$ cat src/rtl/sdram_req_seq_pkg.sv
// rtl/sdram_req_seq_pkg.sv - shared sizes, command codes and state encoding for sdram_req_seq
package sdram_req_seq_pkg;

  localparam int padd_size = 24;
  localparam int data_size = 32;
  localparam int dqm_size  = 4;
  localparam int cmd_size  = 3;
  localparam int tmr_w     = 16;

  typedef enum logic [cmd_size-1:0] {
    CMD_NOP       = 3'b000,
    CMD_READA     = 3'b001,
    CMD_WRITEA    = 3'b010,
    CMD_REFRESH   = 3'b011,
    CMD_PRECHARGE = 3'b100,
    CMD_LOAD_MODE = 3'b101
  } cmd_t;

  typedef enum logic [3:0] {
    S_WAIT, S_PRE, S_REF1, S_REF2, S_LMR,
    S_IDLE, S_ISSUE, S_RDWAIT, S_WRHOLD, S_DONE
  } state_t;

  // Timer load value for an N-cycle interval: done rises in the Nth cycle after loading.
  function automatic logic [tmr_w-1:0] tmr_count(input int cycles);
    if (cycles <= 1) return '0;
    if (cycles > (1 << tmr_w)) return '1;
    return tmr_w'(cycles - 1);
  endfunction

endpackage

$ cat src/rtl/seq_timer.sv
// rtl/seq_timer.sv - loadable down-counter that stops at zero and flags done
module seq_timer #(
  parameter int W = 16
) (
  input  logic         clk,
  input  logic         load,
  input  logic [W-1:0] load_val,
  output logic         done
);

  logic [W-1:0] cnt;

  always_ff @(posedge clk) begin
    if (load) cnt <= load_val;
    else if (cnt != '0) cnt <= cnt - 1'b1;
  end

  assign done = (cnt == '0);

endmodule

$ cat src/rtl/sdram_req_seq.sv
// rtl/sdram_req_seq.sv - SDRAM init sequencer and single-access host request bridge
module sdram_req_seq
  import sdram_req_seq_pkg::*;
#(
  parameter int                PADD_W    = padd_size,
  parameter int                DATA_W    = data_size,
  parameter int                DQM_W     = dqm_size,
  parameter int                CMD_W     = cmd_size,
  parameter int                INIT_WAIT = 100,
  parameter int                RD_LAT    = 5,
  parameter int                WR_HOLD   = 3,
  parameter int                TIMEOUT   = 255,
  parameter logic [PADD_W-1:0] MODE_WORD = 24'h000022
) (
  input  logic              clk0,
  input  logic              reset,
  input  logic              host_req,
  input  logic              host_we,
  input  logic [PADD_W-1:0] host_addr,
  input  logic [DATA_W-1:0] host_wdata,
  input  logic [DQM_W-1:0]  host_be,
  output logic              host_rdy,
  output logic              host_ack,
  output logic [DATA_W-1:0] host_rdata,
  output logic              init_done,
  output logic              err,
  output logic [PADD_W-1:0] paddr,
  output logic [CMD_W-1:0]  cmd,
  output logic [DQM_W-1:0]  dm,
  output logic [DATA_W-1:0] datain,
  input  logic              cmdack,
  input  logic [DATA_W-1:0] dataout
);

  localparam logic [tmr_w-1:0]  WAIT_LD = tmr_count(INIT_WAIT);
  localparam logic [tmr_w-1:0]  RD_LD   = tmr_count(RD_LAT);
  localparam logic [tmr_w-1:0]  WR_LD   = tmr_count(WR_HOLD);
  localparam logic [tmr_w-1:0]  TMO_LD  = tmr_count(TIMEOUT);
  localparam logic [PADD_W-1:0] PRE_ALL = PADD_W'(11'h400);

  state_t            state;
  logic              cap_we;
  logic              tmr_load;
  logic [tmr_w-1:0]  tmr_val;
  logic              tmr_done;

  seq_timer #(.W(tmr_w)) u_timer (
    .clk      (clk0),
    .load     (tmr_load),
    .load_val (tmr_val),
    .done     (tmr_done)
  );

  // Reload the timer on every state exit with the interval the next state needs.
  always_comb begin
    tmr_load = 1'b0;
    tmr_val  = TMO_LD;
    case (state)
      S_WAIT:                tmr_load = tmr_done;
      S_PRE:                 tmr_load = (cmd == CMD_NOP) || cmdack || tmr_done;
      S_REF1, S_REF2, S_LMR: tmr_load = cmdack || tmr_done;
      S_IDLE:                tmr_load = host_req;
      S_ISSUE: begin
        tmr_load = cmdack || tmr_done;
        if (cmdack) tmr_val = cap_we ? WR_LD : RD_LD;
      end
      default: ;
    endcase
    if (reset) begin
      tmr_load = 1'b1;
      tmr_val  = WAIT_LD;
    end
  end

  always_ff @(posedge clk0) begin
    if (reset) begin
      state      <= S_WAIT;
      cmd        <= CMD_NOP;
      paddr      <= '0;
      dm         <= '0;
      datain     <= '0;
      host_rdy   <= 1'b0;
      host_ack   <= 1'b0;
      host_rdata <= '0;
      init_done  <= 1'b0;
      err        <= 1'b0;
      cap_we     <= 1'b0;
    end else begin
      host_ack <= 1'b0;
      case (state)
        S_WAIT: if (tmr_done) begin
          state <= S_PRE;
          cmd   <= CMD_PRECHARGE;
          paddr <= PRE_ALL;
        end
        S_PRE, S_REF1, S_REF2, S_LMR: begin
          // After an init timeout S_PRE is entered with NOP for one cycle before re-issuing.
          if (state == S_PRE && cmd == CMD_NOP) begin
            cmd <= CMD_PRECHARGE;
          end else if (cmdack) begin
            case (state)
              S_PRE: begin
                state <= S_REF1;
                cmd   <= CMD_REFRESH;
                paddr <= '0;
              end
              S_REF1: state <= S_REF2;
              S_REF2: begin
                state <= S_LMR;
                cmd   <= CMD_LOAD_MODE;
                paddr <= MODE_WORD;
              end
              default: begin
                state     <= S_IDLE;
                cmd       <= CMD_NOP;
                paddr     <= '0;
                init_done <= 1'b1;
                host_rdy  <= 1'b1;
              end
            endcase
          end else if (tmr_done) begin
            err   <= 1'b1;
            cmd   <= CMD_NOP;
            state <= S_PRE;
            paddr <= PRE_ALL;
          end
        end
        S_IDLE: if (host_req) begin
          state    <= S_ISSUE;
          host_rdy <= 1'b0;
          cap_we   <= host_we;
          paddr    <= host_addr;
          cmd      <= host_we ? CMD_WRITEA : CMD_READA;
          datain   <= host_we ? host_wdata : '0;
          dm       <= host_we ? ~host_be : '0;
        end
        S_ISSUE: begin
          if (cmdack) begin
            cmd   <= CMD_NOP;
            state <= cap_we ? S_WRHOLD : S_RDWAIT;
          end else if (tmr_done) begin
            err      <= 1'b1;
            cmd      <= CMD_NOP;
            dm       <= '0;
            state    <= S_DONE;
            host_ack <= 1'b1;
          end
        end
        S_RDWAIT: if (tmr_done) begin
          host_rdata <= dataout;
          state      <= S_DONE;
          host_ack   <= 1'b1;
        end
        S_WRHOLD: if (tmr_done) begin
          dm       <= '0;
          state    <= S_DONE;
          host_ack <= 1'b1;
        end
        S_DONE: begin
          state    <= S_IDLE;
          host_rdy <= 1'b1;
        end
        default: state <= S_WAIT;
      endcase
    end
  end

endmodule
$ cat config.mk
export PLATFORM = sky130hd
export DESIGN_NAME = sdram_req_seq
export DESIGN_NICKNAME = d
export VERILOG_FILES = /design/src/rtl/sdram_req_seq_pkg.sv /design/src/rtl/seq_timer.sv /design/src/rtl/sdram_req_seq.sv
export SDC_FILE = /design/constraint.sdc
export NUM_CORES = 1
export LEC_CHECK = 0
export ABC_AREA = 1
export ABC_CLOCK_PERIOD_IN_PS = 4500
export BUFFER_PORTS_ARGS = -buffer_cell sky130_fd_sc_hd__buf_2
export CAP_MARGIN = 20
export CORE_MARGIN = 3
export CORE_UTILIZATION = 45
export CTS_BUF_LIST = sky130_fd_sc_hd__clkbuf_8
export DETAILED_ROUTE_END_ITERATION = 8
export PLACE_DENSITY = 0.83
export SLEW_MARGIN = 0
export SYNTH_ARGS = -nofsm -noshare
export SYNTH_HDL_FRONTEND = slang
export SYNTH_HIERARCHICAL = 1
export SYNTH_SLANG_ARGS = --single-unit
$ cat constraint.sdc
create_clock -name clk0 -period 4.5 [get_ports clk0]
set_clock_uncertainty 0.2 [all_clocks]
set_input_delay 0.45 -clock clk0 [delete_from_list [all_inputs] [get_ports clk0]]
set_output_delay 0.45 -clock clk0 [all_outputs]
set_load 0.01 [all_outputs]
==> metrics.md <==
| Metric | Value |
|---|---|
| Status | complete, no violations |
| Post-route insts no fill | approximately 1.2k |
| Postcts setup bufs | 0 |
| Grt peak-use layer | met2 |
| TritonCTS sink count | 120 |
| GRT overflow | 0 |
| Hold Path Depth | 3 |
| NumNets Final | 1157 |
| Worst Hold Class | in -> reg |
| Max clock buf depth | 2 |
| Initial Util | 47.0% |
| Placed cells | roughly 1.2k |
| CP max FO | 37 |
| Hpwl dp | ~11000 µm |
| Final Hold Viols | 0 |
| Post-synthesis instance total | between 800 and 900 |
| Core footprint | 0.0129 mm² |
| DRC Markers | 0 |
| Diode count | 0 |
| GRT met2 Usage | a little over a third |
| Slew Viols, Final | 0 |
| Worst EP required | approximately 4.3 ns |
| Vias in the first global route | 5852 |
| Initial antenna violation count | 0 |
| Hold path endpoint | datain[6] |
| Worst-Margin Slew | approximately 1 ns |
| CTS buffer count | 17 |
| Pwr Total | ~2.4 mW |
| Crit path kind | reg -> reg |
| Reg2reg path depth | 11 |
| Final setup viols | 0 |
| Die Width | between 100 and 150 µm |
| Unique masters post-synth | 33 |
| Row cnt | 41 |
| Min Tclk post-route | 3.56 ns |
| WL/cell | ~13 µm |
| Gpl congestion | about 0.9 |
| Worst R2R Start | state[0] |
| Clk pin slew, worst setup/hold paths | roughly 0.070 ns |
| Synth Register Bits | 120 |
| Crit share post-route | roughly 80% |
| Via density | 5.09 |
| Final WL | 16500 µm |
| DRT Pass-1 Iters | 6 |
| Die Area | 0.0149 mm² |
| First-pass GRT wire length | 26800 µm |
| Top-level I/O count | 196 |
| Top cell type's share of synthesized area | roughly 34% |
| Mean Syn Cell Area | 6.89 µm² |
| Most area-consuming cells after synthesis | dfxtp_1 (34%), nand2_1 (13%), a21oi_1 (9.1%) |
| Htree depth | 4 |
| Number of DRC markers in iteration 0 | between 400 and 500 |
| PostCTS Resize Cnt | 0 |
| Hold path start | host_wdata[6] |
| CP endpoint kind | register |
| Vias after detailed routing | between 6k and 7k |
| Clock root cell | clkbuf_8 |
| Fin Hold WS | 0.0779 ns |
| Met3 Usage GRT | 7.89% |
| Rel. slew slack | 31.3% |
| Sequential share of the synthesized area | a little over two fifths |
| Met1 Resource Use GR | a little over a quarter |
| Startpoint class of the critical path | register |
| Worst reg-to-reg setup slack | 0.94 ns |
| Peak supply drop | around 0.22 mV |
| Clk_lat worst skew | 0.43 ns |
| Post-route setup TNS | 0 ns |
| Max-cap violations | 0 |
| Power per Cell Area | ~320 mW/mm² |
| Vert. Die Dim | between 100 and 150 µm |
| CTS tree | built |
| Critical R2R Capture | u_timer/cnt[12] |
| Area grow syn2layout | 24.3% |
| Largest net degree at the start of global routing | 65 |
| Netlist Area Pre-Place | 0.00607 mm² |
| Crit path DAT | around 3.4 ns |
| Max Clock Freq | 281 MHz |
| Cell taking the most area after synthesis | dfxtp_1 |
| IO buf count | about 200 |
| Overall Global Routing Usage | around 22% |
| Routed Antenna Nets | 0 |
| YS warnings | 6 |
| P_leak | approximately 3.5 nW |
| Share of cells above drive strength 1 | a little over a quarter |
| Hold Buf Count CTS | 0 |
| RSZ-0062 raised after global routing | false |
-- layout by cell type (no fill, tap or decap), types with 2 or more instances in the layout --
master / synthesis / layout
a21oi_2: 13 / 13
nor2_2: 8 / 8
conb_1: 1 / 8
xor2_1: 2 / 2
a21oi_1: 110 / 110
nand4_1: 6 / 6
bufinv_16: 0 / 3
clkinv_2: 2 / 5
nor2_1: 97 / 97
nand2_2: 5 / 5
inv_1: 85 / 85
dfxtp_1: 104 / 104
clkbuf_8: 0 / 24
inv_2: 6 / 6
buf_4: 9 / 5
o21ai_0: 74 / 74
o211ai_1: 3 / 3
buf_2: 6 / 195
clkinv_1: 3 / 3
edfxtp_1: 16 / 16
nand3_2: 2 / 2
a31oi_1: 5 / 5
nand3_1: 67 / 67
nand2_1: 205 / 205
or2_2: 2 / 2
nor3_1: 2 / 2
nor2_4: 9 / 9
-- worst max path at each step --
| stage | from | end | slack (ns) |
|---|---|---|---|
| floorplan | u_timer/cnt[0] | u_timer/cnt[0] | 1.36 |
| global placement | state[0] | u_timer/cnt[9] | 1.03 |
| detailed placement | state[0] | u_timer/cnt[8] | 1.01 |
| CTS | state[0] | u_timer/cnt[12] | 0.99 |
| global route | state[0] | u_timer/cnt[12] | 0.58 |
| finish | state[0] | u_timer/cnt[12] | 0.94 |
-- cells in the mapped netlist (all sizes together) --
cell	number
clkinv	5
nand4	6
a21oi	124
buf	19
clkbuf	30
nor2	114
dfxtp	104
inv	91
nand3	70
or2	2
xor2	2
conb	1
edfxtp	16
o21a	1
ha	1
o21ai	74
o211ai	3
nand2	211
a31oi	5
nor3	2
-- final cells by class --
cell class,count,area [µm²]
flip-flops and latches,120,2560
repair buffers,201,1030
clock buffers,24,330
well taps,172,215
fillers,1246,5380
inverters,96,363
clock inverters,7,111
multi-input cells,623,2930
-- stage by stage --
| step | area, µm² | setup WS, ns | util [%] |
|---|---|---|---|
| CTS | 7550 | 0.985 | 58.4 |
| finish | 7550 | 0.939 | 58.4 |
| floorplan | 6100 | 1.36 | - |
| global placement | 7090 | 1.03 | 54.8 |
| detailed placement | 7110 | 1.01 | 55.0 |
| global route | 7550 | 0.583 | 58.4 |
-- where the power goes --
part	switching (mW)	leakage, nW	internal [mW]	total [mW]
clock network	0.421	0.231	0.647	1.07
logic	0.106	2.22	0.0683	0.174
registers	0.0279	1.00	1.11	1.14
total	0.555	3.46	1.83	2.38
-- flip-flops by register name, summed over array words and instances, names as in the netlist --
| signal | count |
|---|---|
| err | 1 |
| paddr | 24 |
| state | 4 |
| host_rdy | 1 |
| dm | 4 |
| host_ack | 1 |
| datain | 32 |
| u_timer/cnt | 16 |
| cap_we | 1 |
| cmd | 3 |
| init_done | 1 |
| host_rdata | 32 |
-- worst max-delay path, stage by stage (launching register included) --
cell,delay (ns)
dfxtp_1,0.40
clkinv_1,0.13
nor2_4,0.05
nand2_2,0.43
clkinv_2,0.26
nand2_4,0.40
nand3_1,0.14
a21oi_1,0.14
nand2_1,0.06
buf_4,0.19
inv_2,0.25
nand2_1,0.48
-- per-layer routing --
metal / vias up / wire length (µm)
met2: 243 / 7770
li1: 3188 / -
met1: 2860 / 6820
met5: - / 0
met4: 0 / 344
met3: 31 / 1550
-- cells by family (layout without fill, tap and decap cells) --
kind of cell,after synthesis,after routing,share of synthesized area [%]
compound gates,207,207,18.3
xor+xnor,2,2,0.289
fa+ha+maj,1,1,0.206
buf+inv,145,328,9.93
flops,120,120,42.2
other cells,1,8,0.0618
simple gates,405,405,29.0
(Power assumes the default switching activity.)
